===== src/rtl/core_mem_ctrl_pkg.sv =====
// Shared types for the core-to-main-memory controller: block address/data,
// dcache request type, controller FSM states and requester identity.
package core_mem_ctrl_pkg;

  typedef logic [25:0]  main_mem_block_addr_t;
  typedef logic [127:0] block_data_t;

  typedef enum logic {
    REQ_READ  = 1'b0,
    REQ_WRITE = 1'b1
  } req_type_t;

  typedef enum logic [1:0] {
    IDLE,
    REQ,
    WAIT,
    RESP
  } mem_ctrl_state_t;

  typedef enum logic {
    SRC_IC,
    SRC_DC
  } mem_ctrl_src_t;

endpackage


===== src/rtl/core_mem_ctrl_if.sv =====
// Core icache/dcache request ports plus the main-memory port of core_mem_ctrl.
// master = controller view, slave = core + main-memory view.
interface core_mem_ctrl_if;
  import core_mem_ctrl_pkg::*;

  logic                 ic_req_valid;
  main_mem_block_addr_t ic_req_block_addr;
  logic                 ic_req_ready;
  logic                 ic_resp_valid;
  block_data_t          ic_resp_block_data;

  logic                 dc_req_valid;
  req_type_t            dc_req_type;
  main_mem_block_addr_t dc_req_block_addr;
  block_data_t          dc_req_block_data;
  logic                 dc_req_ready;
  logic                 dc_resp_valid;
  block_data_t          dc_resp_block_data;

  logic                 mem_req_valid;
  logic                 mem_req_we;
  main_mem_block_addr_t mem_req_block_addr;
  block_data_t          mem_req_block_data;
  logic                 mem_req_ready;
  logic                 mem_resp_valid;
  block_data_t          mem_resp_block_data;

  modport master (
    input  ic_req_valid, ic_req_block_addr,
    output ic_req_ready, ic_resp_valid, ic_resp_block_data,
    input  dc_req_valid, dc_req_type, dc_req_block_addr, dc_req_block_data,
    output dc_req_ready, dc_resp_valid, dc_resp_block_data,
    output mem_req_valid, mem_req_we, mem_req_block_addr, mem_req_block_data,
    input  mem_req_ready, mem_resp_valid, mem_resp_block_data
  );

  modport slave (
    output ic_req_valid, ic_req_block_addr,
    input  ic_req_ready, ic_resp_valid, ic_resp_block_data,
    output dc_req_valid, dc_req_type, dc_req_block_addr, dc_req_block_data,
    input  dc_req_ready, dc_resp_valid, dc_resp_block_data,
    input  mem_req_valid, mem_req_we, mem_req_block_addr, mem_req_block_data,
    output mem_req_ready, mem_resp_valid, mem_resp_block_data
  );

endinterface


===== src/rtl/core_mem_ctrl_arb2.sv =====
// Two-way icache/dcache grant, combinational; round-robin on last_grant, or strict
// dcache priority when CORE_MEM_CTRL_DC_PRIO_EN is defined. Grants only valid requesters.
module mem_ctrl_arb2
  import core_mem_ctrl_pkg::*;
(
  input  logic clk,
  input  logic rst_aH,
  input  logic i_ic_vld,
  input  logic i_dc_vld,
  input  logic i_accept,
  output logic o_grant_ic,
  output logic o_grant_dc
);

`ifdef CORE_MEM_CTRL_DC_PRIO_EN
  logic w_unused_prio;

  assign w_unused_prio = ^{clk, rst_aH, i_accept};
  assign o_grant_dc    = i_dc_vld;
  assign o_grant_ic    = i_ic_vld & ~i_dc_vld;
`else
  mem_ctrl_src_t r_last_grant;

  // On a tie the source that did not win last time gets the grant.
  assign o_grant_ic = i_ic_vld & (~i_dc_vld | (r_last_grant == SRC_DC));
  assign o_grant_dc = i_dc_vld & (~i_ic_vld | (r_last_grant == SRC_IC));

  always_ff @(posedge clk or posedge rst_aH) begin
    if (rst_aH) begin
      r_last_grant <= SRC_DC;
    end else if (i_accept) begin
      r_last_grant <= o_grant_dc ? SRC_DC : SRC_IC;
    end
  end
`endif

endmodule


===== src/rtl/core_mem_ctrl.sv =====
// Serves icache/dcache block requests from one main-memory port, one transaction in flight;
// response pulse 4 cycles after handshake at best; no resp backpressure. Optional CORE_MEM_CTRL_DC_PRIO_EN.
module core_mem_ctrl
  import core_mem_ctrl_pkg::*;
#(
  parameter int BLOCK_ADDR_W   = $bits(main_mem_block_addr_t),
  parameter int BLOCK_DATA_W   = $bits(block_data_t),
  parameter int TIMEOUT_CYCLES = 256
) (
  input  logic           clk,
  input  logic           rst_aH,
  core_mem_ctrl_if.master bus,
  output logic           timeout_err
);

  localparam int CNT_W = (TIMEOUT_CYCLES > 2) ? $clog2(TIMEOUT_CYCLES) : 1;
  localparam logic [CNT_W-1:0] CNT_LAST = CNT_W'(TIMEOUT_CYCLES - 1);

  mem_ctrl_state_t         r_state;
  mem_ctrl_src_t           r_src;
  logic                    r_we;
  logic [BLOCK_ADDR_W-1:0] r_addr;
  logic [BLOCK_DATA_W-1:0] r_wdata;
  logic [BLOCK_DATA_W-1:0] r_rdata;
  logic [CNT_W-1:0]        r_wait_cnt;
  logic                    r_mem_req_valid;
  logic                    r_ic_resp_valid;
  logic                    r_dc_resp_valid;
  logic [BLOCK_DATA_W-1:0] r_ic_resp_data;
  logic [BLOCK_DATA_W-1:0] r_dc_resp_data;
  logic                    r_timeout_err;

  logic w_idle;
  logic w_grant_ic;
  logic w_grant_dc;
  logic w_accept;

  mem_ctrl_arb2 u_arb (
    .clk        (clk),
    .rst_aH     (rst_aH),
    .i_ic_vld   (bus.ic_req_valid),
    .i_dc_vld   (bus.dc_req_valid),
    .i_accept   (w_accept),
    .o_grant_ic (w_grant_ic),
    .o_grant_dc (w_grant_dc)
  );

  // Ready is only offered in IDLE and is forced low while reset is held.
  assign w_idle            = (r_state == IDLE) & ~rst_aH;
  assign bus.ic_req_ready  = w_idle & w_grant_ic;
  assign bus.dc_req_ready  = w_idle & w_grant_dc;
  assign w_accept          = bus.ic_req_ready | bus.dc_req_ready;

  assign bus.ic_resp_valid      = r_ic_resp_valid;
  assign bus.ic_resp_block_data = r_ic_resp_data;
  assign bus.dc_resp_valid      = r_dc_resp_valid;
  assign bus.dc_resp_block_data = r_dc_resp_data;
  assign bus.mem_req_valid      = r_mem_req_valid;
  assign bus.mem_req_we         = r_we;
  assign bus.mem_req_block_addr = r_addr;
  assign bus.mem_req_block_data = r_wdata;
  assign timeout_err            = r_timeout_err;

  always_ff @(posedge clk or posedge rst_aH) begin
    if (rst_aH) begin
      r_state         <= IDLE;
      r_src           <= SRC_IC;
      r_we            <= 1'b0;
      r_addr          <= '0;
      r_wdata         <= '0;
      r_rdata         <= '0;
      r_wait_cnt      <= '0;
      r_mem_req_valid <= 1'b0;
      r_ic_resp_valid <= 1'b0;
      r_dc_resp_valid <= 1'b0;
      r_ic_resp_data  <= '0;
      r_dc_resp_data  <= '0;
      r_timeout_err   <= 1'b0;
    end else begin
      r_ic_resp_valid <= 1'b0;
      r_dc_resp_valid <= 1'b0;
      case (r_state)
        IDLE: begin
          if (w_accept) begin
            r_src           <= w_grant_dc ? SRC_DC : SRC_IC;
            r_we            <= w_grant_dc & (bus.dc_req_type == REQ_WRITE);
            r_addr          <= w_grant_dc ? bus.dc_req_block_addr : bus.ic_req_block_addr;
            r_wdata         <= w_grant_dc ? bus.dc_req_block_data : '0;
            r_mem_req_valid <= 1'b1;
            r_state         <= REQ;
          end
        end
        REQ: begin
          if (bus.mem_req_ready) begin
            r_mem_req_valid <= 1'b0;
            r_wait_cnt      <= '0;
            r_state         <= WAIT;
          end
        end
        WAIT: begin
          // A response on the last allowed cycle still beats the timeout.
          if (bus.mem_resp_valid) begin
            r_rdata <= r_we ? '0 : bus.mem_resp_block_data;
            r_state <= RESP;
          end else if (r_wait_cnt == CNT_LAST) begin
            r_rdata       <= '0;
            r_timeout_err <= 1'b1;
            r_state       <= RESP;
          end else begin
            r_wait_cnt <= r_wait_cnt + CNT_W'(1);
          end
        end
        RESP: begin
          if (r_src == SRC_DC) begin
            r_dc_resp_valid <= 1'b1;
            r_dc_resp_data  <= r_rdata;
          end else begin
            r_ic_resp_valid <= 1'b1;
            r_ic_resp_data  <= r_rdata;
          end
          r_state <= IDLE;
        end
        default: r_state <= IDLE;
      endcase
    end
  end

endmodule


===== src/flat_wrapper.sv =====
// flat-port wrapper written by rule: the top's interface ports become plain ports
module core_mem_ctrl_flat import core_mem_ctrl_pkg::*;
#(
  parameter int BLOCK_ADDR_W   = $bits(main_mem_block_addr_t),
  parameter int BLOCK_DATA_W   = $bits(block_data_t),
  parameter int TIMEOUT_CYCLES = 256
)
  (clk, rst_aH, timeout_err, bus_ic_req_valid, bus_ic_req_block_addr, bus_ic_req_ready, bus_ic_resp_valid, bus_ic_resp_block_data, bus_dc_req_valid, bus_dc_req_type, bus_dc_req_block_addr, bus_dc_req_block_data, bus_dc_req_ready, bus_dc_resp_valid, bus_dc_resp_block_data, bus_mem_req_valid, bus_mem_req_we, bus_mem_req_block_addr, bus_mem_req_block_data, bus_mem_req_ready, bus_mem_resp_valid, bus_mem_resp_block_data);
  core_mem_ctrl_if bus_i ();
  input  logic clk;
  input  logic rst_aH;
  output logic timeout_err;
  input wire logic [$bits(bus_i.ic_req_valid)-1:0] bus_ic_req_valid;
  input wire logic [$bits(bus_i.ic_req_block_addr)-1:0] bus_ic_req_block_addr;
  output wire logic [$bits(bus_i.ic_req_ready)-1:0] bus_ic_req_ready;
  output wire logic [$bits(bus_i.ic_resp_valid)-1:0] bus_ic_resp_valid;
  output wire logic [$bits(bus_i.ic_resp_block_data)-1:0] bus_ic_resp_block_data;
  input wire logic [$bits(bus_i.dc_req_valid)-1:0] bus_dc_req_valid;
  input wire logic [$bits(bus_i.dc_req_type)-1:0] bus_dc_req_type;
  input wire logic [$bits(bus_i.dc_req_block_addr)-1:0] bus_dc_req_block_addr;
  input wire logic [$bits(bus_i.dc_req_block_data)-1:0] bus_dc_req_block_data;
  output wire logic [$bits(bus_i.dc_req_ready)-1:0] bus_dc_req_ready;
  output wire logic [$bits(bus_i.dc_resp_valid)-1:0] bus_dc_resp_valid;
  output wire logic [$bits(bus_i.dc_resp_block_data)-1:0] bus_dc_resp_block_data;
  output wire logic [$bits(bus_i.mem_req_valid)-1:0] bus_mem_req_valid;
  output wire logic [$bits(bus_i.mem_req_we)-1:0] bus_mem_req_we;
  output wire logic [$bits(bus_i.mem_req_block_addr)-1:0] bus_mem_req_block_addr;
  output wire logic [$bits(bus_i.mem_req_block_data)-1:0] bus_mem_req_block_data;
  input wire logic [$bits(bus_i.mem_req_ready)-1:0] bus_mem_req_ready;
  input wire logic [$bits(bus_i.mem_resp_valid)-1:0] bus_mem_resp_valid;
  input wire logic [$bits(bus_i.mem_resp_block_data)-1:0] bus_mem_resp_block_data;
  assign bus_i.ic_req_valid = bus_ic_req_valid;
  assign bus_i.ic_req_block_addr = bus_ic_req_block_addr;
  assign bus_ic_req_ready = bus_i.ic_req_ready;
  assign bus_ic_resp_valid = bus_i.ic_resp_valid;
  assign bus_ic_resp_block_data = bus_i.ic_resp_block_data;
  assign bus_i.dc_req_valid = bus_dc_req_valid;
  assign bus_i.dc_req_type = bus_dc_req_type;
  assign bus_i.dc_req_block_addr = bus_dc_req_block_addr;
  assign bus_i.dc_req_block_data = bus_dc_req_block_data;
  assign bus_dc_req_ready = bus_i.dc_req_ready;
  assign bus_dc_resp_valid = bus_i.dc_resp_valid;
  assign bus_dc_resp_block_data = bus_i.dc_resp_block_data;
  assign bus_mem_req_valid = bus_i.mem_req_valid;
  assign bus_mem_req_we = bus_i.mem_req_we;
  assign bus_mem_req_block_addr = bus_i.mem_req_block_addr;
  assign bus_mem_req_block_data = bus_i.mem_req_block_data;
  assign bus_i.mem_req_ready = bus_mem_req_ready;
  assign bus_i.mem_resp_valid = bus_mem_resp_valid;
  assign bus_i.mem_resp_block_data = bus_mem_resp_block_data;
  core_mem_ctrl #(.BLOCK_ADDR_W(BLOCK_ADDR_W), .BLOCK_DATA_W(BLOCK_DATA_W), .TIMEOUT_CYCLES(TIMEOUT_CYCLES)) u_core (.clk(clk), .rst_aH(rst_aH), .bus(bus_i), .timeout_err(timeout_err));
endmodule

===== config.mk =====
export PLATFORM = sky130hd
export DESIGN_NAME = core_mem_ctrl_flat
export DESIGN_NICKNAME = d
export VERILOG_FILES = /design/src/rtl/core_mem_ctrl_pkg.sv /design/src/rtl/core_mem_ctrl_if.sv /design/src/rtl/core_mem_ctrl_arb2.sv /design/src/rtl/core_mem_ctrl.sv /design/src/flat_wrapper.sv
export SDC_FILE = /design/constraint.sdc
export NUM_CORES = 1
export LEC_CHECK = 0
export CAP_MARGIN = 25
export CORE_AREA = 2 2 282 284
export CTS_CLUSTER_SIZE = 28
export DETAILED_ROUTE_END_ITERATION = 16
export DIE_AREA = 0 0 284 286
export PLACE_DENSITY = 0.52
export SLEW_MARGIN = 40
export SYNTH_ARGS = -nofsm -noshare
export SYNTH_HDL_FRONTEND = slang
export SYNTH_SLANG_ARGS = --single-unit

===== constraint.sdc =====
create_clock -name clk -period 28.3 [get_ports clk]
set_input_delay 4.245 -clock clk [delete_from_list [all_inputs] [get_ports clk]]
set_output_delay 4.245 -clock clk [all_outputs]
set_load 0.05 [all_outputs]

Word-level counts from Yosys, hierarchy flattened
Index checks and enable logic that the tools add are counted.
{"block": "op_classes", "bitwise_logic": 15, "reduce_logical": 12, "add_sub_neg": 1, "muxes": 22, "n_eq_ne": 9}
{"operator": "$mux 128", "count": 4}
{"operator": "$mux 26", "count": 1}
{"operator": "$mux 8", "count": 3}
{"operator": "$pmux 8 s2", "count": 1}
{"operator": "$reduce_and 3->1", "count": 3}
{"operator": "$add 8x1->8 const B", "count": 1}
{"operator": "$eq 8x8->1 const B", "count": 1}
{"operator": "$mux 2", "count": 4}
{"operator": "$ne 2x2->1 const B", "count": 4}
{"operator": "$pmux 2 s4", "count": 1}
{"operator": "$reduce_and 2->1", "count": 4}
{"operator": "$mux 1", "count": 7}
{"operator": "$and 1x1->1", "count": 6}
{"operator": "$not 1->1", "count": 6}
{"operator": "$reduce_bool 2->1", "count": 3}
{"operator": "$eq 2x2->1 const B", "count": 2}
{"operator": "$reduce_and 4->1", "count": 1}
{"operator": "$ne 3x2->1 const B", "count": 1}
{"operator": "$or 1x1->1", "count": 3}
{"operator": "$eq 2x1->1 const B", "count": 1}
{"operator": "$logic_not 2->1", "count": 1}
{"operator": "$pmux 1 s2", "count": 1}
{"block": "word_totals", "ff_bits": 555, "out_inout_bits": 417}

Longest topological paths before layout
{"block": "logic_depth", "ltp_word": 7, "ltp_mapped": 9, "depth_no_buf": 6}

Hierarchy
A second synthesis with hierarchy kept.
{"block": "hier_totals", "hier_cells": 1590, "hier_area_um2": 20567.2}
{"module": "core_mem_ctrl", "seq_area_each_um2": 13863.3, "cells_each": 1584, "instances": 1, "area_per_inst_um2": 20499.7}
{"module": "mem_ctrl_arb2", "seq_area_each_um2": 26.3, "cells_each": 6, "instances": 1, "area_per_inst_um2": 67.6}

Worst setup path after synthesis
Ideal clock, no wire load.
{"block": "synth_path", "path_kind": "in2out", "startpoint": "input rst_aH", "endpoint": "output bus_ic_req_ready", "stages": 3, "arrival_time_ns": 5.326, "required_time_ns": 24.055, "path_slack_ns": 18.729, "path_cell_list": "and2b_1 nand2_1 a21oi_1"}
{"block": "synth_between", "elab_chain_len": 3}
{"item": "from (decl)", "line_no": "flat_wrapper.sv:11", "source": "input logic rst_aH;"}
{"item": "$not 1->1", "line_no": "core_mem_ctrl.sv:49", "source": "assign w_idle = (r_state == IDLE) & ~rst_aH;"}
{"item": "$and 1x1->1", "line_no": "core_mem_ctrl.sv:49"}
{"item": "$and 1x1->1", "line_no": "core_mem_ctrl.sv:50", "source": "assign bus.ic_req_ready = w_idle & w_grant_ic;"}
{"item": "to (decl)", "line_no": "flat_wrapper.sv:15", "source": "output wire logic [$bits(bus_i.ic_req_ready)-1:0] bus_ic_req_ready;"}
No other way between the ends.

Worst setup path after layout
{"block": "layout_path", "startpoint": "input bus_dc_req_valid", "endpoint": "output bus_dc_req_ready"}
{"block": "layout_between", "elab_chain_len": 2}
{"item": "from (decl)", "line_no": "flat_wrapper.sv:18", "source": "input wire logic [$bits(bus_i.dc_req_valid)-1:0] bus_dc_req_valid;"}
{"item": "$and 1x1->1", "line_no": "core_mem_ctrl_arb2.sv:26", "source": "assign o_grant_dc = i_dc_vld & (~i_ic_vld | (r_last_grant == SRC_IC));"}
{"item": "$and 1x1->1", "line_no": "core_mem_ctrl.sv:51", "source": "assign bus.dc_req_ready = w_idle & w_grant_dc;"}
{"item": "to (decl)", "line_no": "flat_wrapper.sv:22", "source": "output wire logic [$bits(bus_i.dc_req_ready)-1:0] bus_dc_req_ready;"}
No other way between the ends.

==> flow_summary.yaml <==
outcome:
  outcome: "completed"
route:
  vias: 15357
  drcViolationCount: 0
  drt_pass1_iterations: 4
  vias_per_cell: 4.49
  drt_wl_total_mm: 73.7
  drt-wirelength-per-cell_um: 21.5
  drtIter0Drc: 905
  drtAntennaViolNets: 0
cells_and_area:
  drive_gt1_share_pct: 11.4
  num-fill-cells: 7546
  layout.nets: 2620
  post-route-util_pct: 39.9
  area_delta_synth_final_pct: 52.1
power_and_ir_drop:
  p_clk_share_pct: 20.2
  powerDensity_mw_per_mm2: 138
  internal-power_mw: 2.39
  p_leak_nw: 14.3
  combPwrFrac_pct: 48.6
  power_switching_mw: 1.93
  seq_power_share_pct: 31.1
  total_power_mw: 4.32
  vdd_drop_max_mv: 0.0740
  p_sw_share_pct: 44.6
sta:
  hold_slack_ns: 0.472
  fin_tns_setup_ns: 0
  slew_violations: 0
  hold_violations: 0
  finalClockSkew_ns: 0.0352
  setup_viol: 0
  tightest_slew_ns: 0.811
  min_period_over_period_pct: 40.1
  slew_headroom_pct: 45.8
  max_freq_mhz: 88.1
  rsz0062_at_grt: "no"
  min_period_ns: 11.36
setup_path:
  crit_type: "in2out"
  critPathArrivalTime_ns: 7.11
  crit_chain: "clkdlybuf4s50_1 -> a21boi_4 -> and2_4 -> clkdlybuf4s50_1"
  crit_top_cell: "clkdlybuf4s50_1"
  critPathSlowestCell: "clkdlybuf4s50_1"
  crit_required_ns: 24.05
  critPathMaxFanout: 54
  worstSetupStartpointType: "input pin"
  cp_slowest_stage_delay_ns: 0.93
  end_kind: "primary output"
  path_buf_inv: 2
  crit_family: "buffers and inverters"
placed_design:
  gp_congestion: 0.884
  port_buffers: 731
  hpwl_mm: 51.4
die:
  ios: 732
  coreArea_sq_mm: 0.0784
  die_w_um: 284
  die_area_sq_mm: 0.0812
  die_h_um: 286
  start_util_pct: 26.2
  rows: 103
synth:
  synth_cell_type_count: 37
  syn_area_sq_mm: 0.0205
  synth_seq_cells: 555
  synth_area_leaders: "dfrtp_1, a22o_1, nand2_1"
  async_flop_share_pct: 100
  yosysSeqAreaShare_pct: 67.6
  ys_warn_count: 0
  yosysMostFrequentCell: "dfrtp_1"
  synth.avg_cell_area_sq_um: 12.9
  yosys-top-cells-count: "dfrtp_1, nand2_1, a22o_1, mux2_2"
  synth_top_area_cell: "dfrtp_1"
  yosys.area.top_type_share_pct: 67.5
  syn_nets: 1911
  postSynthCellCount: 1591
  synth-edff-count: 0
  synth_ff_type: "dfrtp_1"
global_route:
  antenna_found_initial: 23
  grt_max_degree: 106
  grt_pass1_vias: 16173
  grt_pass1_wl_mm: 109
  grt_overflow: 0
  grt_usage_pct: 17.7
clock_tree:
  hold_buffers: 0
  clockBufferDepth: 3
  cts.sinks: 555
  numCtsBuffers: 66
  clk_latency_ns: 0.60
  ctsResizeCount: 0
  cts_setup_buffers: 0
  cts_tree: "built"
  clkTransAtPathRegs_ns: 0.06
  cts_root_buffer: "clkbuf_16"
  cts_max_level: 3
flow_run:
  drv_cap: 0
worst_hold_path:
  min_path_type: "reg2reg"
sequential cells by signal, summed over array words and instances (netlist names), 2 cells and up:
name                           cells
u_core.bus.mem_req_block_data    128
u_core.bus.mem_req_block_addr     26
u_core.r_wait_cnt                  8
u_core.r_state                     2
u_core.bus.dc_resp_block_data    128
u_core.bus.ic_resp_block_data    128
u_core.r_rdata                   128
routing by layer:
metal	share of wire [%]	vias up	GRT usage, %
li1	-	6992	-
met1	40	7761	21.7
met2	49	474	28.3
met3	7.4	122	5.81
met4	3.4	8	8.25
met5	0.062	-	0
path summary, 6_finish.rpt:
| kind | from | end | slack [ns] | cells past startpoint |
|---|---|---|---|---|
| max in group asynchronous | rst_aH | u_core.bus.dc_resp_block_data[100] | 21.87 | 5 |
| hold / removal | u_core.bus.ic_resp_block_data[61] | u_core.bus.ic_resp_block_data[61] | 0.47 | 2 |
| setup / recovery | bus_dc_req_valid | bus_dc_req_ready | 16.94 | 4 |
| hold reg to reg | u_core.bus.ic_resp_block_data[61] | u_core.bus.ic_resp_block_data[61] | 0.47 | 2 |
| min in group asynchronous | rst_aH | u_core.bus.mem_req_block_addr[24] | 4.16 | 2 |
| setup reg to reg | u_core.r_state[0] | u_core.bus.dc_resp_block_data[72] | 25.33 | 5 |
power by group through the flow:
stage / Combinational [mW] / Clock [mW] / Sequential, mW
finish: 2.10 / 0.873 / 1.35
CTS: 2.13 / 0.905 / 1.35
floorplan: 0.502 / 0 / 2.17
detailed placement: 2.12 / 0 / 1.35
global placement: 2.10 / 0 / 1.34
global route: 2.20 / 0.941 / 1.39
final cells by class:
type	count	area, sq um	area share (%)
Antenna cell	19	47.5	0.152
Inverter	12	60.1	0.192
Sequential cell	555	13900	44.5
Multi-Input combinational cell	913	6110	19.6
Timing Repair Buffer	752	7580	24.2
Tap cell	1050	1310	4.20
Clock buffer	92	1910	6.12
Clock inverter	25	334	1.07
layout by cell type, fill, tap and decap left out, drive strengths merged:
master / netlist / layout
o21ai: 31 / 31
a31oi: 6 / 6
dfstp: 1 / 1
and3: 1 / 1
and4: 1 / 1
clkinvlp: 0 / 1
buf: 65 / 21
nand2b: 2 / 2
o21bai: 2 / 2
dfrtp: 554 / 554
nor2b: 1 / 1
nand3: 6 / 6
inv: 12 / 15
bufinv: 0 / 6
nand4: 3 / 3
a21oi: 8 / 8
and2b: 1 / 1
a211oi: 2 / 2
o31ai: 1 / 1
a31o: 1 / 1
o211ai: 1 / 1
a22o: 257 / 257
mux2i: 26 / 26
nor2: 5 / 5
clkdlybuf4s50: 0 / 731
clkinv: 0 / 15
mux2: 129 / 129
diode: 0 / 19
o32a: 1 / 1
and2: 1 / 1
a21boi: 2 / 2
a41oi: 2 / 2
clkbuf: 46 / 92
ha: 5 / 5
nand2: 418 / 418
logic make-up after synthesis:
group | after synthesis | synth area share, %
flip-flops | 555 | 67.6
AND/OR/NAND/NOR | 439 | 8.20
multiplexers | 155 | 8.34
AO/OA/AOI/OAI | 314 | 12.6
buffers and inverters | 123 | 2.95
adder cells (fa/ha/maj) | 5 | 0.304
tightest hold or removal path: cells and delay by family (launching register included):
family	cells	cell delay [ns]
simple gates	2	0.10
flops	1	0.34
through the flow:
step / cells / setup WS (ns) / cell area [sq um]
6_report: 3418 / 16.94 / 31200
2_1_floorplan: 1591 / 8.54 / 20500
3_3_place_gp: 3279 / 16.62 / 28800
3_5_place_dp: 3282 / 16.98 / 28900
5_1_grt: 3415 / 16.87 / 31200
4_1_cts: 3399 / 16.98 / 31200
No activity file was read; power rests on OpenSTA's default activity.
